`config.mk`:
```
export PLATFORM = sky130hd
export DESIGN_NAME = prewitt_raster_sink
export DESIGN_NICKNAME = d
export VERILOG_FILES = /design/src/rtl/prewitt_raster_sink_pkg.sv /design/src/rtl/prewitt_raster_sink_clamp.sv /design/src/rtl/prewitt_raster_sink.sv
export SDC_FILE = /design/constraint.sdc
export NUM_CORES = 1
export LEC_CHECK = 0
export ABC_AREA = 1
export CORE_MARGIN = 1
export CORE_UTILIZATION = 30
export DETAILED_ROUTE_END_ITERATION = 10
export DONT_BUFFER_PORTS = 1
export MAX_ROUTING_LAYER = met4
export PLACE_DENSITY = 0.52
export REMOVE_ABC_BUFFERS = 1
export SKIP_CTS_REPAIR_TIMING = 1
export SYNTH_ARGS = -nofsm -noshare
export SYNTH_HDL_FRONTEND = slang
export SYNTH_SLANG_ARGS = --single-unit
```
`constraint.sdc`:
```
create_clock -name clk -period 2.35 [get_ports clk]
set_clock_uncertainty 0.2 [all_clocks]
set_input_delay 0 -clock clk [delete_from_list [all_inputs] [get_ports clk]]
set_output_delay 0 -clock clk [all_outputs]
set_load 0.02 [all_outputs]
```
`src/rtl/prewitt_raster_sink_pkg.sv`:
```
// Shared definitions for the Prewitt raster sink: FSM states and default frame geometry.
package prewitt_raster_sink_pkg;
  typedef enum logic [1:0] {
    ST_IDLE   = 2'd0,
    ST_STREAM = 2'd1,
    ST_DRAIN  = 2'd2
  } state_t;

  localparam int DEF_ROWS = 500;
  localparam int DEF_COLS = 500;
  localparam int DEF_IN_W = 16;
  localparam int DEF_PIX_W = 8;
endpackage

```
`src/rtl/prewitt_raster_sink_clamp.sv`:
```
// Signed IN_W -> unsigned PIX_W saturating clamp; shared with the 3x3 core.
module sat_clamp_u8 #(
  parameter int IN_W  = 16,
  parameter int PIX_W = 8
) (
  input  logic signed [IN_W-1:0]  din,
  output logic        [PIX_W-1:0] dout
);
  // Any set magnitude bit above PIX_W means the value exceeds the ceiling.
  always_comb begin
    dout = din[PIX_W-1:0];
    if (din[IN_W-1])              dout = '0;
    else if (|din[IN_W-2:PIX_W])  dout = '1;
  end
endmodule

```
`src/rtl/prewitt_raster_sink.sv`:
```
// Rebuilds a ROWS x COLS raster from interior edge samples, inserting zero borders.
module prewitt_raster_sink
  import prewitt_raster_sink_pkg::*;
#(
  parameter int ROWS  = DEF_ROWS,
  parameter int COLS  = DEF_COLS,
  parameter int IN_W  = DEF_IN_W,
  parameter int PIX_W = DEF_PIX_W
) (
  input  logic                   clk,
  input  logic                   rst,
  input  logic                   start,
  input  logic                   in_valid,
  output logic                   in_ready,
  input  logic signed [IN_W-1:0] in_data,
  output logic                   out_valid,
  input  logic                   out_ready,
  output logic [PIX_W-1:0]       out_data,
  output logic                   out_eol,
  output logic                   out_eof,
  output logic                   busy,
  output logic                   frame_done
);
  localparam int RW = $clog2(ROWS);
  localparam int CW = $clog2(COLS);
  localparam logic [RW-1:0] R_LAST = RW'(ROWS - 1);
  localparam logic [CW-1:0] C_LAST = CW'(COLS - 1);

  state_t            state, state_nxt;
  logic [RW-1:0]     row;
  logic [CW-1:0]     col;
  logic [PIX_W-1:0]  clamped;
  logic              border, last_pos, can_load, load, eof_fire;

  sat_clamp_u8 #(.IN_W(IN_W), .PIX_W(PIX_W)) u_clamp (.din(in_data), .dout(clamped));

  assign border   = (row == '0) || (row == R_LAST) || (col == '0) || (col == C_LAST);
  assign last_pos = (row == R_LAST) && (col == C_LAST);
  assign can_load = (state == ST_STREAM) && (!out_valid || out_ready);
  assign load     = can_load && (border || in_valid);
  assign in_ready = can_load && !border;
  assign eof_fire = (state == ST_DRAIN) && out_valid && out_ready && out_eof;
  assign busy     = (state != ST_IDLE);

  always_comb begin
    state_nxt = state;
    case (state)
      ST_IDLE:   if (start) state_nxt = ST_STREAM;
      ST_STREAM: if (load && last_pos) state_nxt = ST_DRAIN;
      ST_DRAIN:  if (eof_fire) state_nxt = ST_IDLE;
      default:   state_nxt = ST_IDLE;
    endcase
  end

  always_ff @(posedge clk or posedge rst) begin
    if (rst) begin
      state      <= ST_IDLE;
      row        <= '0;
      col        <= '0;
      out_valid  <= 1'b0;
      out_data   <= '0;
      out_eol    <= 1'b0;
      out_eof    <= 1'b0;
      frame_done <= 1'b0;
    end else begin
      state      <= state_nxt;
      frame_done <= eof_fire;
      if (load) begin
        out_valid <= 1'b1;
        out_data  <= border ? '0 : clamped;
        out_eol   <= (col == C_LAST);
        out_eof   <= last_pos;
        // Counters return to (0,0) after the last position so the next frame starts clean.
        if (col == C_LAST) begin
          col <= '0;
          row <= last_pos ? '0 : row + RW'(1);
        end else begin
          col <= col + CW'(1);
        end
      end else if (out_ready) begin
        out_valid <= 1'b0;
      end
    end
  end
endmodule
```
==> flow_summary.ini, run 1 <==
[setup_path]
worst_setup_path_class = reg2reg
worstPathMaxFanout = 31
worst_path_largest_cell_delay_ps = 420
slowest_stage = dfrtp_1
crit_top_cell = nand2_1
cp.buffers_inverters = 2
worstPathCellList = ha_1 -> nand2_1 -> clkinv_1 -> nand2_1 -> nor2_4 -> nor2_4 -> nand3_4 -> nand2_4 -> buf_12 -> nand2_1 -> o21ai_2
startpoint_type = flop
crit_family = simple AND/OR/NAND/NOR gates
worst_setup_path_end_kind = flop
critical_path_arrival_ps = 2090
worst-endpoint-required_ps = 2360

[placement]
hpwl_mm = 3.159
placed_cells = 381
port_buffers = 0
gpl.final_weighted_congestion = 0.8516

[timing]
hold_violations = 0
worst_relative_slew_slack = 0.6655
timing.setup.tns_ps = 0
crit_path_time_final_ps = 2071
finalCritPeriodShare = 0.8814
timing.final.max_slew_violations = 0
tightest_pin_transition_ps = 500.0
grt_setup_unrepaired = no
timing.final.setup_violations = 0
max_freq_ghz = 0.4828

[clock_network]
clock_insertion_delay_at_the_later_pin_of_the_skew_report_ps = 290
clock_sinks = 32
root_buffer = clkbuf_8
htreeDepth = 2
number_of_buffers_inserted_during_clock_tree_synthesis = 5
cts_tree = yes
clk_path_buf_depth = 2
clkTransAtPathRegs_ps = 70

[routing]
route.vias.total = 1822
wire_per_inst_microns = 11.07
drcViolationCount = 0
initialDrtViolationCount = 72
post_drt_via_cell_ratio = 4.544
wl_mm = 4.438
ant_nets = 0
drt-pass1-iter-count = 6

[grt]
globalRouteTotalUtil = 0.1351
pin_count_of_the_biggest_net_entering_global_routing = 33
globalRouteOverflowTotal = 0
first_global_vias = 1692
antenna_found_initial = 0
grt_pass1_wl_mm = 7.610

[floorplanning]
floorplan.die_area_sq_um = 7350
top_level_ports = 35
floorplan.initialDensity = 0.3096
chipHeight_microns = 85.73
core_region_area_sq_um = 6794
fp-row-count = 30
die_width_microns = 85.73

[logic_synthesis]
synth_area_sq_um = 2103
netlist-cell-type-count = 29
syn_inst = 288
ys_warn_count = 0
synthesized_flop_and_latch_total = 32
synth.yosys.seq_area_share = 0.3807
synthesis.area_per_instance_sq_um = 7.303

[cells_and_area]
area_growth_pct = 16.00
mostFrequentLayoutCells = 92 x nand2_1, 39 x inv_1, 33 x nor2_1, 32 x dfrtp_1, 17 x o21ai_2
insertedDiodeCount = 0
final_common_cell = nand2_1
drive_above_1_share = 0.1508
post_layout_nonfiller_instances = 401
layout.nets = 330

[pwr]
power.ir.vdd_worst_uv = 279.9
cellPowerDensity_nw_per_um2 = 606.4
leakage_power_nw = 1.190

[worst_hold_path]
hold_path_class = in2reg

[flow_run]
timing.max_cap.violations = 0

[outcome]
outcome = completed
==> final cells by class <==
class | instances | area [sq um]
clock buffers | 7 | 96.34
multi-input cells | 207 | 1085
flip-flops and latches | 32 | 800.8
repair buffers | 19 | 187.7
fillers | 728 | 4354
inverters | 40 | 150.1
well taps | 96 | 120.1
==> state kept, by name (all words and copies together), names as in the netlist <==
register	cells
col	9
frame_done	1
out_data	8
out_eof	1
out_eol	1
out_valid	1
row	9
state	2
==> worst reg2reg max path: stages, from the launching register on <==
cell and delay [ps]:
dfrtp_1 420, ha_1 290, nand2_1 100, clkinv_1 80, nand2_1 100, nor2_4 60
nor2_4 100, nand3_4 140, nand2_4 150, buf_12 210, nand2_1 100, o21ai_2 60
==> cells in the mapped netlist <==
master / number / area share
nor3b_1: 1 / 0.0036
clkbuf_2: 1 / 0.0024
buf_6: 3 / 0.016
or2_2: 2 / 0.0059
nor2_2: 3 / 0.0089
nor2_4: 4 / 0.021
nand3_4: 1 / 0.0083
nand2_1: 92 / 0.16
xnor2_1: 4 / 0.017
o21ai_1: 1 / 0.0024
buf_2: 2 / 0.0048
clkinv_1: 1 / 0.0018
nand2_4: 1 / 0.0054
ha_1: 4 / 0.024
o21ai_2: 17 / 0.071
buf_4: 2 / 0.0071
dfrtp_1: 32 / 0.38
o21ai_0: 1 / 0.0024
nand3_1: 12 / 0.029
a31o_2: 2 / 0.0083
buf_1: 1 / 0.0018
nand2_2: 1 / 0.0030
nand3b_1: 1 / 0.0036
xor2_1: 1 / 0.0042
inv_1: 39 / 0.070
nand4_1: 15 / 0.045
a21oi_1: 9 / 0.021
nor2_1: 33 / 0.059
nand3_2: 2 / 0.0095
==> kinds of logic after synthesis <==
kind of cell / synth area share
simple gates: 0.3659
buf+inv: 0.1035
flops: 0.3807
compound gates: 0.1053
xor+xnor: 0.02082
fa+ha+maj: 0.02380
==> path summary, 6_finish.rpt <==
kind / end / cells after the start / slack (ps) / from
max reg2reg: out_data[2] / 11 / 280 / col[0]
min in group asynchronous: row[8] / 3 / 50 / rst
max in group asynchronous: col[2] / 3 / 1610 / rst
max: out_data[2] / 11 / 280 / col[0]
min reg2reg: frame_done / 1 / 280 / state[0]
min: row[8] / 4 / 30 / out_ready
==> metrics by stage <==
stage / power (W) / cell area (sq um) / utilization / hold slack (ps) / setup WS [ps]
2_1_floorplan: 0.0009296 / 2036 / - / -119.4 / 338.8
3_3_place_gp: 0.001004 / 2213 / 0.3258 / -185.5 / 335.5
3_5_place_dp: 0.001008 / 2213 / 0.3258 / -179.6 / 279.8
4_1_cts: 0.001478 / 2310 / 0.3400 / -485.5 / 263.8
5_1_grt: 0.001581 / 2440 / 0.3591 / 98.30 / 114.4
6_report: 0.001480 / 2440 / 0.3591 / 34.64 / 278.7
==> metal layers <==
metal,wire [microns],up-vias,global-route usage
met5,0,-,-
met4,70,0,0.05152
met3,169,5,0.03850
met2,2080,42,0.2029
met1,2118,840,0.1726
li1,-,935,-
==> where the power goes <==
group	switching (W)	total (W)	internal, W
clock network	0.000203	0.000464	0.000261
registers	0.0000759	0.000674	0.000598
logic	0.000197	0.000342	0.000145
(Power assumes the default switching activity.)
==> inputs of run 2 (changes only) <==
--- a/config.mk
+++ b/config.mk
@@ -7,4 +7,5 @@
 export LEC_CHECK = 0
 export ABC_AREA = 1
+export CORE_ASPECT_RATIO = 0.7
 export CORE_MARGIN = 1
 export CORE_UTILIZATION = 30
@@ -17,3 +18,4 @@
 export SYNTH_ARGS = -nofsm -noshare
 export SYNTH_HDL_FRONTEND = slang
+export SYNTH_HIERARCHICAL = 1
 export SYNTH_SLANG_ARGS = --single-unit
--- a/constraint.sdc
+++ b/constraint.sdc
@@ -3,3 +3,3 @@
 set_input_delay 0 -clock clk [delete_from_list [all_inputs] [get_ports clk]]
 set_output_delay 0 -clock clk [all_outputs]
-set_load 0.02 [all_outputs]
+set_load 0.05 [all_outputs]
==> flow_summary.ini, run 2 <==
[outcome]
outcome = finished, violations left
violations = hold timing

[grt]
globalRouteOverflowTotal = 0
grt_pass1_wl_mm = 7.755
first_global_vias = 1548
globalRouteTotalUtil = 0.1434
pin_count_of_the_biggest_net_entering_global_routing = 33
antenna_found_initial = 0

[routing]
wl_mm = 4.693
drt-pass1-iter-count = 4
ant_nets = 0
wire_per_inst_microns = 12.00
initialDrtViolationCount = 158
drcViolationCount = 0
post_drt_via_cell_ratio = 4.476
route.vias.total = 1750

[clock_network]
root_buffer = clkbuf_8
htreeDepth = 2
cts_tree = yes
clock_sinks = 32
clock_insertion_delay_at_the_later_pin_of_the_skew_report_ps = 290
clkTransAtPathRegs_ps = 70
clk_path_buf_depth = 2
number_of_buffers_inserted_during_clock_tree_synthesis = 5

[cells_and_area]
final_common_cell = nand2_1
drive_above_1_share = 0.1200
insertedDiodeCount = 0
layout_top_registers = col (9), row (9), out_data (8)
final.fill_count = 685
area_growth_pct = 16.62
mostFrequentLayoutCells = 85 x nand2_1, 36 x inv_1, 32 x dfrtp_1, 26 x nor2_1, 24 x nand3_1
fin_area_sq_um = 2380
layout.nets = 324

[worst_hold_path]
whs_endpoint = out_data[1]
hold_path_class = in2reg
hold_path_startpoint = in_data[12]
worst_hold_path.num_cells = 6

[floorplanning]
chipHeight_microns = 71.01
top_level_ports = 35
fp-row-count = 24
floorplan.die_area_sq_um = 7142
core_region_area_sq_um = 6396
floorplan.initialDensity = 0.3191
die_width_microns = 100.6

[logic_synthesis]
netlist.area_leader.share = 0.3924
syn_inst = 283
synthesis.area_per_instance_sq_um = 7.211
netlist-cell-type-count = 31
synth.area.top_cells = dfrtp_1 39%, nand2_1 16%, inv_1 6.6%
synthesized_flop_and_latch_total = 32
synth-edff-count = 0
ys_warn_count = 6
synth_top_cells_by_count = 85 x nand2_1, 36 x inv_1, 32 x dfrtp_1, 26 x nor2_1, 24 x nand3_1
synthDominantAreaCellType = dfrtp_1
synth_area_sq_um = 2041
yosysMostFrequentCell = nand2_1
synth.yosys.seq_area_share = 0.3924
async_flop_share = 1.000
synthFlopType = dfrtp_1

[placement]
postPlaceCellArea_sq_um = 2151
dp_worst_setup_slack_ps = 257.4
port_buffers = 0
hpwl_mm = 3.327
gpl.final_weighted_congestion = 0.8146

[setup_path]
r2r.worst_path.cells = 10
worstPathMaxFanout = 12
r2r_setup_slack_ps = 250
worst_setup_path_class = reg2out
worst-endpoint-required_ps = 2150
startpoint_type = flop
critical_r2r_launch = col[0]
critical_path_arrival_ps = 2000
worst_setup_path_end_kind = primary output
critical_path.reg2reg.endpoint = row[8]

[pwr]
power.ir.vdd_worst_uv = 277.6
cellPowerDensity_nw_per_um2 = 612.7
leakage_power_nw = 1.241
p_total_w = 0.001458

[timing]
tightest_pin_transition_ps = 556.5
timing.setup.tns_ps = 0
crit_path_time_final_ps = 2201
worst_hold_slack_ps = -33.24
worst_relative_slew_slack = 0.6251
finalCritPeriodShare = 0.9367
timing.final.max_slew_violations = 0
hold_violations = 7
max_freq_ghz = 0.4543
grt_setup_unrepaired = no
timing.final.setup_violations = 0
setup_ws_ps = 148.7

[flow_run]
timing.max_cap.violations = 0
==> run 2: critical path, cell delays in order, from the launching register on <==
cell	delay [ps]
dfrtp_1	420
ha_1	280
nand2_1	120
inv_2	40
nand2_2	90
nor2_8	80
nor2_4	110
nand2_1	100
nor2_4	220
buf_4	250
==> run 2: final cells by class <==
type / count / area [sq um] / share of cell area
clock buffers: 7 / 86.33 / 0.03628
clock inverters: 1 / 7.507 / 0.003155
inverters: 40 / 150.1 / 0.06309
multi-input cells: 202 / 1041 / 0.4374
flip-flops and latches: 32 / 800.8 / 0.3365
well taps: 91 / 113.9 / 0.04784
repair buffers: 18 / 180.2 / 0.07571
==> run 2: worst max path at each step <==
stage               slack, ps          end  startpoint
finish                    150     in_ready      col[0]
global route               40     in_ready      col[0]
CTS                        20     in_ready      col[0]
detailed placement        260       row[8]      col[0]
global placement          330       row[8]      col[0]
floorplan                 190  out_data[0]      row[0]
==> run 2: per-stage QoR <==
step | utilization | instances
finish | 0.3721 | 391
global route | 0.3721 | 391
CTS | 0.3509 | 378
detailed placement | 0.3363 | 370
global placement | 0.3363 | 370
floorplan | - | 274
==> run 2: metal layers <==
| layer | global-route usage | wire length, microns |
|---|---|---|
| met1 | 0.2276 | 2642 |
| met2 | 0.1697 | 1753 |
| met3 | 0.03854 | 244 |
| met4 | 0.03865 | 51 |
| met5 | - | 0 |
==> run 2: cells by family (layout without fill, tap and decap cells) <==
kind of cell / Yosys count / in the layout / share of synthesized area
AO/OA/AOI/OAI: 23 / 23 / 0.06131
AND/OR/NAND/NOR: 170 / 170 / 0.4004
XOR/XNOR: 5 / 5 / 0.02146
flip-flops: 32 / 32 / 0.3924
buffers and inverters: 49 / 66 / 0.09993
adder cells (fa/ha/maj): 4 / 4 / 0.02453
==> run 2: report_power, final <==
part | switching, W | leakage (nW) | internal, W
sequential | 0.0000700 | 0.432 | 0.000598
clock | 0.000212 | 0.0445 | 0.000238
combinational | 0.000207 | 0.765 | 0.000133
